## src/rtl/wave_gen_if.sv

```systemverilog
// wave_gen_if -- control/sample bundle for the wave_gen waveform source.
//   enable     : run; low freezes sample generation
//   phase_clr  : clear phase accumulator on next edge
//   wave_sel   : 00 sine, 01 square, 10 sawtooth, 11 triangle
//   phase_inc  : unsigned phase step per sample
//   amplitude  : unsigned gain, 32768 = unity (larger values clamp)
//   new_data   : one-cycle strobe marking a fresh x_out
//   x_out      : signed Q1.15 sample
// master drives the controls and consumes samples; slave is the generator.
interface wave_gen_if #(
  parameter int unsigned PHASE_W = 32
);
  logic                enable;
  logic                phase_clr;
  logic [1:0]          wave_sel;
  logic [PHASE_W-1:0]  phase_inc;
  logic [15:0]         amplitude;
  logic                new_data;
  logic signed [15:0]  x_out;

  modport master (
    output enable, phase_clr, wave_sel, phase_inc, amplitude,
    input  new_data, x_out
  );

  modport slave (
    input  enable, phase_clr, wave_sel, phase_inc, amplitude,
    output new_data, x_out
  );
endinterface

```

## src/rtl/wave_gen.sv

```systemverilog
// wave_gen -- DDS-style waveform generator producing one Q1.15 sample every
// CLK_DIV clocks. A phase accumulator advances by phase_inc per sample; its
// top 16 bits select a sine/square/sawtooth/triangle value, which is scaled
// by amplitude. Two-stage pipeline: tick captures controls and phase, the
// next cycle shapes/scales, and new_data/x_out appear two clocks after tick.
// Ports:
//   clk   : clock, rising edge
//   rst_n : synchronous active-low reset
//   bus   : wave_gen_if.slave (controls in, new_data/x_out out)
module wave_gen #(
  parameter int unsigned CLK_DIV = 1000,
  parameter int unsigned PHASE_W = 32
) (
  input logic       clk,
  input logic       rst_n,
  wave_gen_if.slave bus
);

  // Quarter-wave sine table, built at elaboration: entry i is
  // round(32767*sin(pi*(2i+1)/1024)) via a Taylor series (positive values,
  // so +0.5 then truncate rounds half away from zero).
  function automatic logic [15:0] sine_entry(input int i);
    real x, term, sum;
    x    = 3.14159265358979323846 * real'(2 * i + 1) / 1024.0;
    term = x;
    sum  = x;
    for (int unsigned n = 1; n <= 12; n++) begin
      term = -term * x * x / real'((2 * n) * (2 * n + 1));
      sum  = sum + term;
    end
    return 16'($rtoi(32767.0 * sum + 0.5));
  endfunction

  logic [15:0] sin_lut [256];
  for (genvar g = 0; g < 256; g++) begin : g_lut
    localparam logic [15:0] LV = sine_entry(g);
    assign sin_lut[g] = LV;
  end

  localparam logic [15:0] CNT_LAST = 16'(CLK_DIV - 1);

  logic [15:0]        cnt_q, cnt_d;
  logic               tick;
  logic [PHASE_W-1:0] acc_q, acc_d;

  logic               s1_vld_q, s1_vld_d;
  logic [1:0]         s1_sel_q, s1_sel_d;
  logic [16:0]        s1_amp_q, s1_amp_d;
  logic [15:0]        s1_p_q, s1_p_d;

  logic               nd_q, nd_d;
  logic signed [15:0] x_q, x_d;

  // Tick counter and phase accumulator
  always_comb begin
    tick  = bus.enable && (cnt_q == CNT_LAST);
    cnt_d = (!bus.enable || tick) ? '0 : cnt_q + 16'd1;
    acc_d = acc_q;
    if (bus.phase_clr) begin
      acc_d = '0;
    end else if (tick) begin
      acc_d = acc_q + bus.phase_inc;
    end
  end

  // Stage 1: capture controls and the pre-increment phase at tick
  always_comb begin
    s1_vld_d = tick;
    s1_sel_d = s1_sel_q;
    s1_amp_d = s1_amp_q;
    s1_p_d   = s1_p_q;
    if (tick) begin
      s1_sel_d = bus.wave_sel;
      // any amplitude with bit 15 set is >= 32768, i.e. clamps to unity
      s1_amp_d = bus.amplitude[15] ? 17'd32768 : {1'b0, bus.amplitude};
      s1_p_d   = acc_q[PHASE_W-1 -: 16];
    end
  end

  // Stage 2: waveform shaping and amplitude scaling
  logic [1:0]         quad;
  logic [7:0]         idx;
  logic [15:0]        mag;
  logic [14:0]        tri_t;
  logic signed [16:0] raw;
  logic signed [17:0] amp_s;
  logic signed [32:0] prod;

  always_comb begin
    quad  = s1_p_q[15:14];
    // odd quadrants run the table backwards: ~k == 255-k
    idx   = quad[0] ? ~s1_p_q[13:6] : s1_p_q[13:6];
    mag   = sin_lut[idx];
    // for P[15]=1, 0xFFFF-P has bit 15 clear and equals ~P in the low bits
    tri_t = s1_p_q[15] ? ~s1_p_q[14:0] : s1_p_q[14:0];
    raw   = '0;
    unique case (s1_sel_q)
      2'd0: raw = quad[1] ? -$signed({1'b0, mag}) : $signed({1'b0, mag});
      2'd1: raw = s1_p_q[15] ? -17'sd32767 : 17'sd32767;
      // P xor 0x8000 read as signed is P-32768; only P=0 hits -32768
      2'd2: raw = (s1_p_q == 16'h0000) ? -17'sd32767
                                       : $signed({1'b0, s1_p_q}) - 17'sd32768;
      2'd3: raw = $signed({1'b0, tri_t, 1'b0}) - 17'sd32767;
    endcase
    amp_s = $signed({1'b0, s1_amp_q});
    prod  = 33'(raw) * 33'(amp_s);
    nd_d  = s1_vld_q;
    x_d   = s1_vld_q ? 16'(prod >>> 15) : x_q;
  end

  always_ff @(posedge clk) begin
    if (!rst_n) begin
      cnt_q    <= '0;
      acc_q    <= '0;
      s1_vld_q <= 1'b0;
      s1_sel_q <= '0;
      s1_amp_q <= '0;
      s1_p_q   <= '0;
      nd_q     <= 1'b0;
      x_q      <= '0;
    end else begin
      cnt_q    <= cnt_d;
      acc_q    <= acc_d;
      s1_vld_q <= s1_vld_d;
      s1_sel_q <= s1_sel_d;
      s1_amp_q <= s1_amp_d;
      s1_p_q   <= s1_p_d;
      nd_q     <= nd_d;
      x_q      <= x_d;
    end
  end

  assign bus.new_data = nd_q;
  assign bus.x_out    = x_q;

endmodule

```

## src/flat_wrapper.sv

```systemverilog
// flat-port wrapper written by rule: the top's interface ports become plain ports
module wave_gen_flat 
#(
  parameter int unsigned CLK_DIV = 1000,
  parameter int unsigned PHASE_W = 32
)
  (clk, rst_n, bus_enable, bus_phase_clr, bus_wave_sel, bus_phase_inc, bus_amplitude, bus_new_data, bus_x_out);
  wave_gen_if #(.PHASE_W(PHASE_W)) bus_i ();
  input logic clk;
  input logic rst_n;
  input wire logic [$bits(bus_i.enable)-1:0] bus_enable;
  input wire logic [$bits(bus_i.phase_clr)-1:0] bus_phase_clr;
  input wire logic [$bits(bus_i.wave_sel)-1:0] bus_wave_sel;
  input wire logic [$bits(bus_i.phase_inc)-1:0] bus_phase_inc;
  input wire logic [$bits(bus_i.amplitude)-1:0] bus_amplitude;
  output wire logic [$bits(bus_i.new_data)-1:0] bus_new_data;
  output wire logic [$bits(bus_i.x_out)-1:0] bus_x_out;
  assign bus_i.enable = bus_enable;
  assign bus_i.phase_clr = bus_phase_clr;
  assign bus_i.wave_sel = bus_wave_sel;
  assign bus_i.phase_inc = bus_phase_inc;
  assign bus_i.amplitude = bus_amplitude;
  assign bus_new_data = bus_i.new_data;
  assign bus_x_out = bus_i.x_out;
  wave_gen #(.CLK_DIV(CLK_DIV), .PHASE_W(PHASE_W)) u_core (.clk(clk), .rst_n(rst_n), .bus(bus_i));
endmodule
```

## config.mk

```make
export PLATFORM = sky130hd
export DESIGN_NAME = wave_gen_flat
export DESIGN_NICKNAME = d
export VERILOG_FILES = /design/src/rtl/wave_gen_if.sv /design/src/rtl/wave_gen.sv /design/src/flat_wrapper.sv
export SDC_FILE = /design/constraint.sdc
export NUM_CORES = 1
export LEC_CHECK = 0
export ABC_AREA = 1
export CAP_MARGIN = 20
export CORE_MARGIN = 2
export CORE_UTILIZATION = 41
export DETAILED_ROUTE_END_ITERATION = 6
export HOLD_SLACK_MARGIN = 0.08
export PLACE_DENSITY = 0.64
export SLEW_MARGIN = 20
export SYNTH_ARGS = -nofsm -noshare
export SYNTH_HDL_FRONTEND = slang
export SYNTH_SLANG_ARGS = --single-unit
```

## constraint.sdc

```tcl
create_clock -name clk -period 7.64 [get_ports clk]
set_clock_uncertainty 0.15 [all_clocks]
set_input_delay 1.528 -clock clk [delete_from_list [all_inputs] [get_ports clk]]
set_output_delay 1.528 -clock clk [all_outputs]
set_load 0.03 [all_outputs]
```

==> results.txt, run 1 <==
outcome -> complete, but fails checks
failing checks -> setup timing
Routability Congestion -> 1.05
number of port buffers -> 70
num rows -> 77
Hold WS -> 304 ps
CTS Hold Buffers Added -> 0
CTS HTree Levels -> 3
cell with the most instances after synthesis -> nand2_1
Antenna Cells -> 0
deepest clock path buffer count -> 2
pin count of the biggest net entering global routing -> 44
Slew Limit Fails -> 0
Fin. Hold Viols -> 0
Final ANT Viol Nets -> 0
Ports -> 71
number of remaining DRC errors -> 0
Final #Nets -> 3527
Area growth syn-to-layout -> 36.5%
effective utilization at floorplan -> 0.416
Top FF cell, synth -> dfxtp_1
Worst-Margin Slew -> 1030 ps
Total Routing Usage GR -> 0.320
most frequent CP cell -> nand2_1
Max-Slew Margin vs Limit -> 0.312
initial DRC count -> 1846
top cells by area, synth -> fa_1, dfxtp_1, ha_1, nand2_1, inv_1
die width -> 216 µm
largest area contributor in the netlist -> fa_1
synthesized cell area -> 18400 µm²
final setup fails -> 15
CTS clk-pin slew, worst paths -> 70 ps
fin crit period -> 8140 ps
Commonest cells post-synth -> nand2_1, inv_1, nor2_1
Fill cells -> 4151
Max VDD drop -> 0.114 mV
Crit Path Max Fanout -> 13
CTS Root Cell -> clkbuf_16
CTS tree -> done
antenna violations before repair -> 1
distinct cell type count after synthesis -> 63
vias per inst -> 5.53
worst setup margin -> -500 ps
period utilization -> 1.07
Synth top area share -> 0.227
via count -> 20.5k
Yosys warning count -> 0
Skew-Pair Late Insertion Delay -> 380 ps
Net Count, Synth -> 3056
Worst setup SP type -> register
Setup CP Type -> reg -> reg
FF+latch area -> 2010 µm²
Die Ht -> 216 µm
Worst Path Arrival -> 8280 ps
cts bufs inserted -> 9
Yosys reg bits -> 100
leakage power -> 0.0122 µW
CP Capture Type -> register
global-route wire length before repair -> 116000 µm
TNS Setup -> -5140 ps
grt total ovfl -> 0
CORE AREA -> 44300 µm²
CP peak stage delay -> 580 ps
vias in the first global route -> 20.6k
Routed Wire Length -> 74400 µm
average instance area after synthesis -> 7.00 µm²
Critical Path RT -> 7780 ps
DP Wirelength -> 59900 µm
setup repair after global routing missed its margin -> true
Hold WC Path Type -> reg -> reg
CTS Sinks -> 100
max-cap violations -> 0
routed len/inst -> 20.1 µm
async set-reset flop share out of synthesis -> 0
fraction of layout cells with a size suffix above 1 -> 0.269
post-synthesis sequential area ratio -> 0.109
number of synthesized flops with an enable pin -> 0
Synth Instances -> 2636
critical path's slowest cell -> fa_1
die area -> 46700 µm²
pwr dens -> 42.1 nW/µm²
DR pass1 iterations -> 6
fmax -> 0.123 GHz
multi-input logic area -> 15500 µm²
## final cells by class
class / instances / share of cell area
Clock inverter: 6 / 0.00234
Inverter: 434 / 0.0653
Sequential cell: 100 / 0.0798
Clock buffer: 9 / 0.00894
Timing Repair Buffer: 570 / 0.197
Timing Repair inverter: 1 / 0.000348
Tap cell: 592 / 0.0294
Multi-Input combinational cell: 1991 / 0.617
## power by group
group          total [µW]  switching [µW]  internal, µW  leakage, µW
combinational        77.5            39.8          37.7       0.0113
sequential            521           0.352           521     0.000808
clock                 461             233           227     0.000137
total                1060             273           786       0.0122
## layout by cell type (no fill, tap or decap), types with 43 or more instances in the layout
| cell | count |
|---|---|
| inv_1 | 384 |
| dfxtp_1 | 96 |
| o21ai_0 | 143 |
| buf_4 | 436 |
| clkdlybuf4s50_1 | 70 |
| ha_1 | 139 |
| nor2_2 | 43 |
| a21oi_1 | 160 |
| fa_1 | 205 |
| nor2_1 | 260 |
| nand3_1 | 147 |
| nand2_1 | 378 |
| nand2_2 | 61 |
## worst max-delay path: cells and delay by family, from the launching register on
family | cells | cell delay [ps]
AO/OA/AOI/OAI | 8 | 1160
XOR/XNOR | 1 | 220
adder cells (fa/ha/maj) | 7 | 3380
buffers and inverters | 12 | 1410
flip-flops | 1 | 400
AND/OR/NAND/NOR | 15 | 1310
## repair_timing
| item | in CTS | in global routing |
|---|---|---|
| setup buffers | 44 | 26 |
| resized for setup | 251 | 113 |
| pin swaps | 111 | 67 |
| endpoints found under the setup margin | 16 | 16 |
| cloned | 5 | 2 |
## cell families (layout without fill, tap and decap cells)
group / after synthesis / after routing / share of synthesized area
AOI/OAI and AO/OA: 547 / 547 / 0.174
xor gates and xnor gates: 35 / 35 / 0.0183
adders and majority gates: 366 / 366 / 0.333
buffers and inverters: 549 / 1020 / 0.120
DFF: 100 / 100 / 0.109
and+or+nand+nor: 1039 / 1043 / 0.246
## sequential cells by signal (all words and copies together) (netlist names)
signal and cells:
u_core.acc_q 32, u_core.bus.x_out 16, u_core.cnt_q 16, u_core.s1_amp_q 16
u_core.s1_p_q 16, u_core.s1_sel_q 2, u_core.bus.new_data 1, u_core.nd_d 1
## stage by stage
step	cell area, µm²	total power, µW	worst slack [ps]	utilization	std cells
floorplan	18400	569	15.8	-	2636
global placement	22700	610	-887	0.513	3610
detailed placement	22700	611	-862	0.513	3610
CTS	24400	1070	-363	0.551	3674
global route	25200	1090	-809	0.568	3703
finish	25200	1060	-500	0.568	3703
## worst paths after layout
| kind | from | to | slack (ps) | cells after the start |
|---|---|---|---|---|
| min | u_core.cnt_q[0] | u_core.cnt_q[0] | 300 | 1 |
| max | u_core.s1_p_q[14] | u_core.bus.x_out[10] | -500 | 43 |
| max reg2reg | u_core.s1_p_q[14] | u_core.bus.x_out[10] | -500 | 43 |
| min reg2reg | u_core.cnt_q[0] | u_core.cnt_q[0] | 300 | 1 |
## layer usage
metal  part of all wire  routed length, µm  GRT usage  vias to the layer above
li1                   -                  -          -                     9550
met1               0.42              31200      0.432                     9881
met2               0.45              33600      0.509                      873
met3              0.088               6530     0.0564                      175
met4              0.041               3030      0.124                        2
met5            0.00016                 12          0                        -
No activity file was read; power rests on OpenSTA's default activity.
==> run 2, diff against run 1 <==
--- a/config.mk
+++ b/config.mk
@@ -12,6 +12,7 @@
 export DETAILED_ROUTE_END_ITERATION = 6
 export HOLD_SLACK_MARGIN = 0.08
 export PLACE_DENSITY = 0.64
+export SETUP_SLACK_MARGIN = 0.1
 export SLEW_MARGIN = 20
 export SYNTH_ARGS = -nofsm -noshare
 export SYNTH_HDL_FRONTEND = slang
==> results.txt, run 2 (synthesis gave the netlist of run 1 again) <==
most common cell after layout, fill and taps aside -> buf_4
Worst setup SP type -> register
CP peak stage delay -> 590 ps (about the same)
placed cell count -> 3611 (+0.028%)
final std cells w/o fill -> 3713 (+0.27%)
leakage power -> 0.0125 µW (+2.1%)
CP Capture Type -> register
Max-Slew Margin vs Limit -> 0.232 (-0.0798)
Setup CP Type -> reg -> reg
Routed Wire Length -> 75500 µm (+1.5%)
number of remaining DRC errors -> 0 (unchanged)
worst setup margin -> -482 ps (+18.0 ps)
Skew-Pair Late Insertion Delay -> 380 ps (about the same)
Final #Nets -> 3534 (+0.20%)
Total Routing Usage GR -> 0.322 (+0.00263)
TNS Setup -> -5670 ps (-529 ps)
area after detailed placement -> 22800 µm² (about the same)
effective utilization at floorplan -> 0.416 (unchanged)
outcome -> complete, but fails checks
CTS clk-pin slew, worst paths -> 80 ps (about the same)
max-cap violations -> 0 (unchanged)
critical path's slowest cell -> fa_1
Area growth syn-to-layout -> 38.0%
CTS Sinks -> 100 (unchanged)
initial DRC count -> 1833 (-0.70%)
setup repair after global routing missed its margin -> true
Top reg by flops -> u_core.acc_q
grt total ovfl -> 0 (unchanged)
cts bufs inserted -> 9 (unchanged)
pin count of the biggest net entering global routing -> 44 (unchanged)
failing checks -> setup timing
CTS Root Cell -> clkbuf_16
Ports -> 71 (unchanged)
fraction of layout cells with a size suffix above 1 -> 0.286 (+0.0169)
Buf/Inv on CP -> 8 (-4)
pwr dens -> 44.7 nW/µm² (+6.3%)
DR pass1 iterations -> 6 (unchanged)
CTS HTree Levels -> 3 (unchanged)
die area -> 46700 µm² (unchanged)
number of port buffers -> 70 (unchanged)
vias in the first global route -> 20.9k (+1.3%)
DP Wirelength -> 60100 µm (+0.26%)
vias per inst -> 5.53 (about the same)
CORE AREA -> 44300 µm² (unchanged)
via count -> 20.6k (+0.34%)
die width -> 216 µm (unchanged)
fin crit period -> 8120 ps (-18.0 ps)
most frequent CP cell -> fa_1
CTS tree -> done
global-route wire length before repair -> 117000 µm (+0.74%)
Die Ht -> 216 µm (unchanged)
final setup fails -> 16 (+1)
CP top delay family -> adder cells
commonest non-fill, non-tap cells in the layout -> buf_4, inv_1, nand2_1, nor2_1, fa_1
Critical Path RT -> 7770 ps (about the same)
num rows -> 77 (unchanged)
fmax -> 0.123 GHz (+0.22%)
Worst-Margin Slew -> 1150 ps (+116 ps)
Hold WC Path Type -> reg -> reg
Max VDD drop -> 0.119 mV (+4.6%)
Final ANT Viol Nets -> 0 (unchanged)
Worst Path Arrival -> 8260 ps (-20 ps)
Fin. Hold Viols -> 0 (unchanged)
routed len/inst -> 20.3 µm (+1.3%)
Routability Congestion -> 1.03 (-1.7%)
Final Cell Area -> 25400 µm² (+1.1%)
Largest register FFs -> 32 (unchanged)
period utilization -> 1.06 (-0.00235)
Slew Limit Fails -> 0 (unchanged)
Crit Path Max Fanout -> 8 (-5)
antenna violations before repair -> 2 (+1)
deepest clock path buffer count -> 2 (unchanged)
[run 2: cell count changes in the layout (fill, tap and decap cells not counted), sizes merged]
cell	change
clkinvlp	+1
buf	+9
diode	+2
clkinv	-1
nand2	-1
bufinv	+2
inv	-2
[run 2: timing repair]
item,in CTS,in global routing
gates cloned,3,3
gates resized for setup,277,149
pin swaps,91,60
buffers inserted,50,31
hold buffers,0,0
setup endpoints to repair,16,16
[run 2: final cells by class]
type                    count  area [µm²]
well taps                 592         741
clock inverters             7         109
clock buffers               9         225
repair buffers            579        4990
diodes                      2        5.00
fillers                  4155       18900
multi-input cells        1990       15700
inverters                 434        1640
flip-flops and latches    100        2010
[run 2: through the flow]
stage           util  hold WS [ps]  power [µW]  setup slack (ps)
3_5_place_dp   0.514           303         610              -998
2_1_floorplan      -           268         569               101
5_1_grt        0.574           339        1180              -787
4_1_cts        0.556           315        1150              -391
3_3_place_gp   0.514           279         609              -968
6_report       0.574           314        1140              -482
[run 2: per-layer routing]
metal,share of wire,vias up,global-route usage
met5,0.00015,-,0
li1,-,9550,-
met4,0.044,2,0.128
met2,0.45,973,0.521
met1,0.42,9846,0.428
met3,0.082,180,0.0567
[run 2: worst paths after layout]
check | start | to | slack (ps) | depth (start not counted)
worst min register to register | u_core.cnt_q[0] | u_core.cnt_q[0] | 310 | 1
worst max register to register | u_core.s1_p_q[14] | u_core.bus.x_out[14] | -480 | 42
worst min-delay path | u_core.cnt_q[0] | u_core.cnt_q[0] | 310 | 1
worst max-delay path | u_core.s1_p_q[14] | u_core.bus.x_out[14] | -480 | 42
[run 2: worst register-to-register path, delay by kind of cell, from the launching register on]
family                     cells  cell delay, ps
AOI/OAI and AO/OA             12            1850
buffers and inverters          8             830
DFF                            1             390
and+or+nand+nor               15            1470
adders and majority gates      7            3350
[run 2: where the power goes]
group	total (µW)	internal (µW)	switching [µW]
sequential	521	520	0.373
combinational	76.5	37.7	38.8
clock	541	293	248
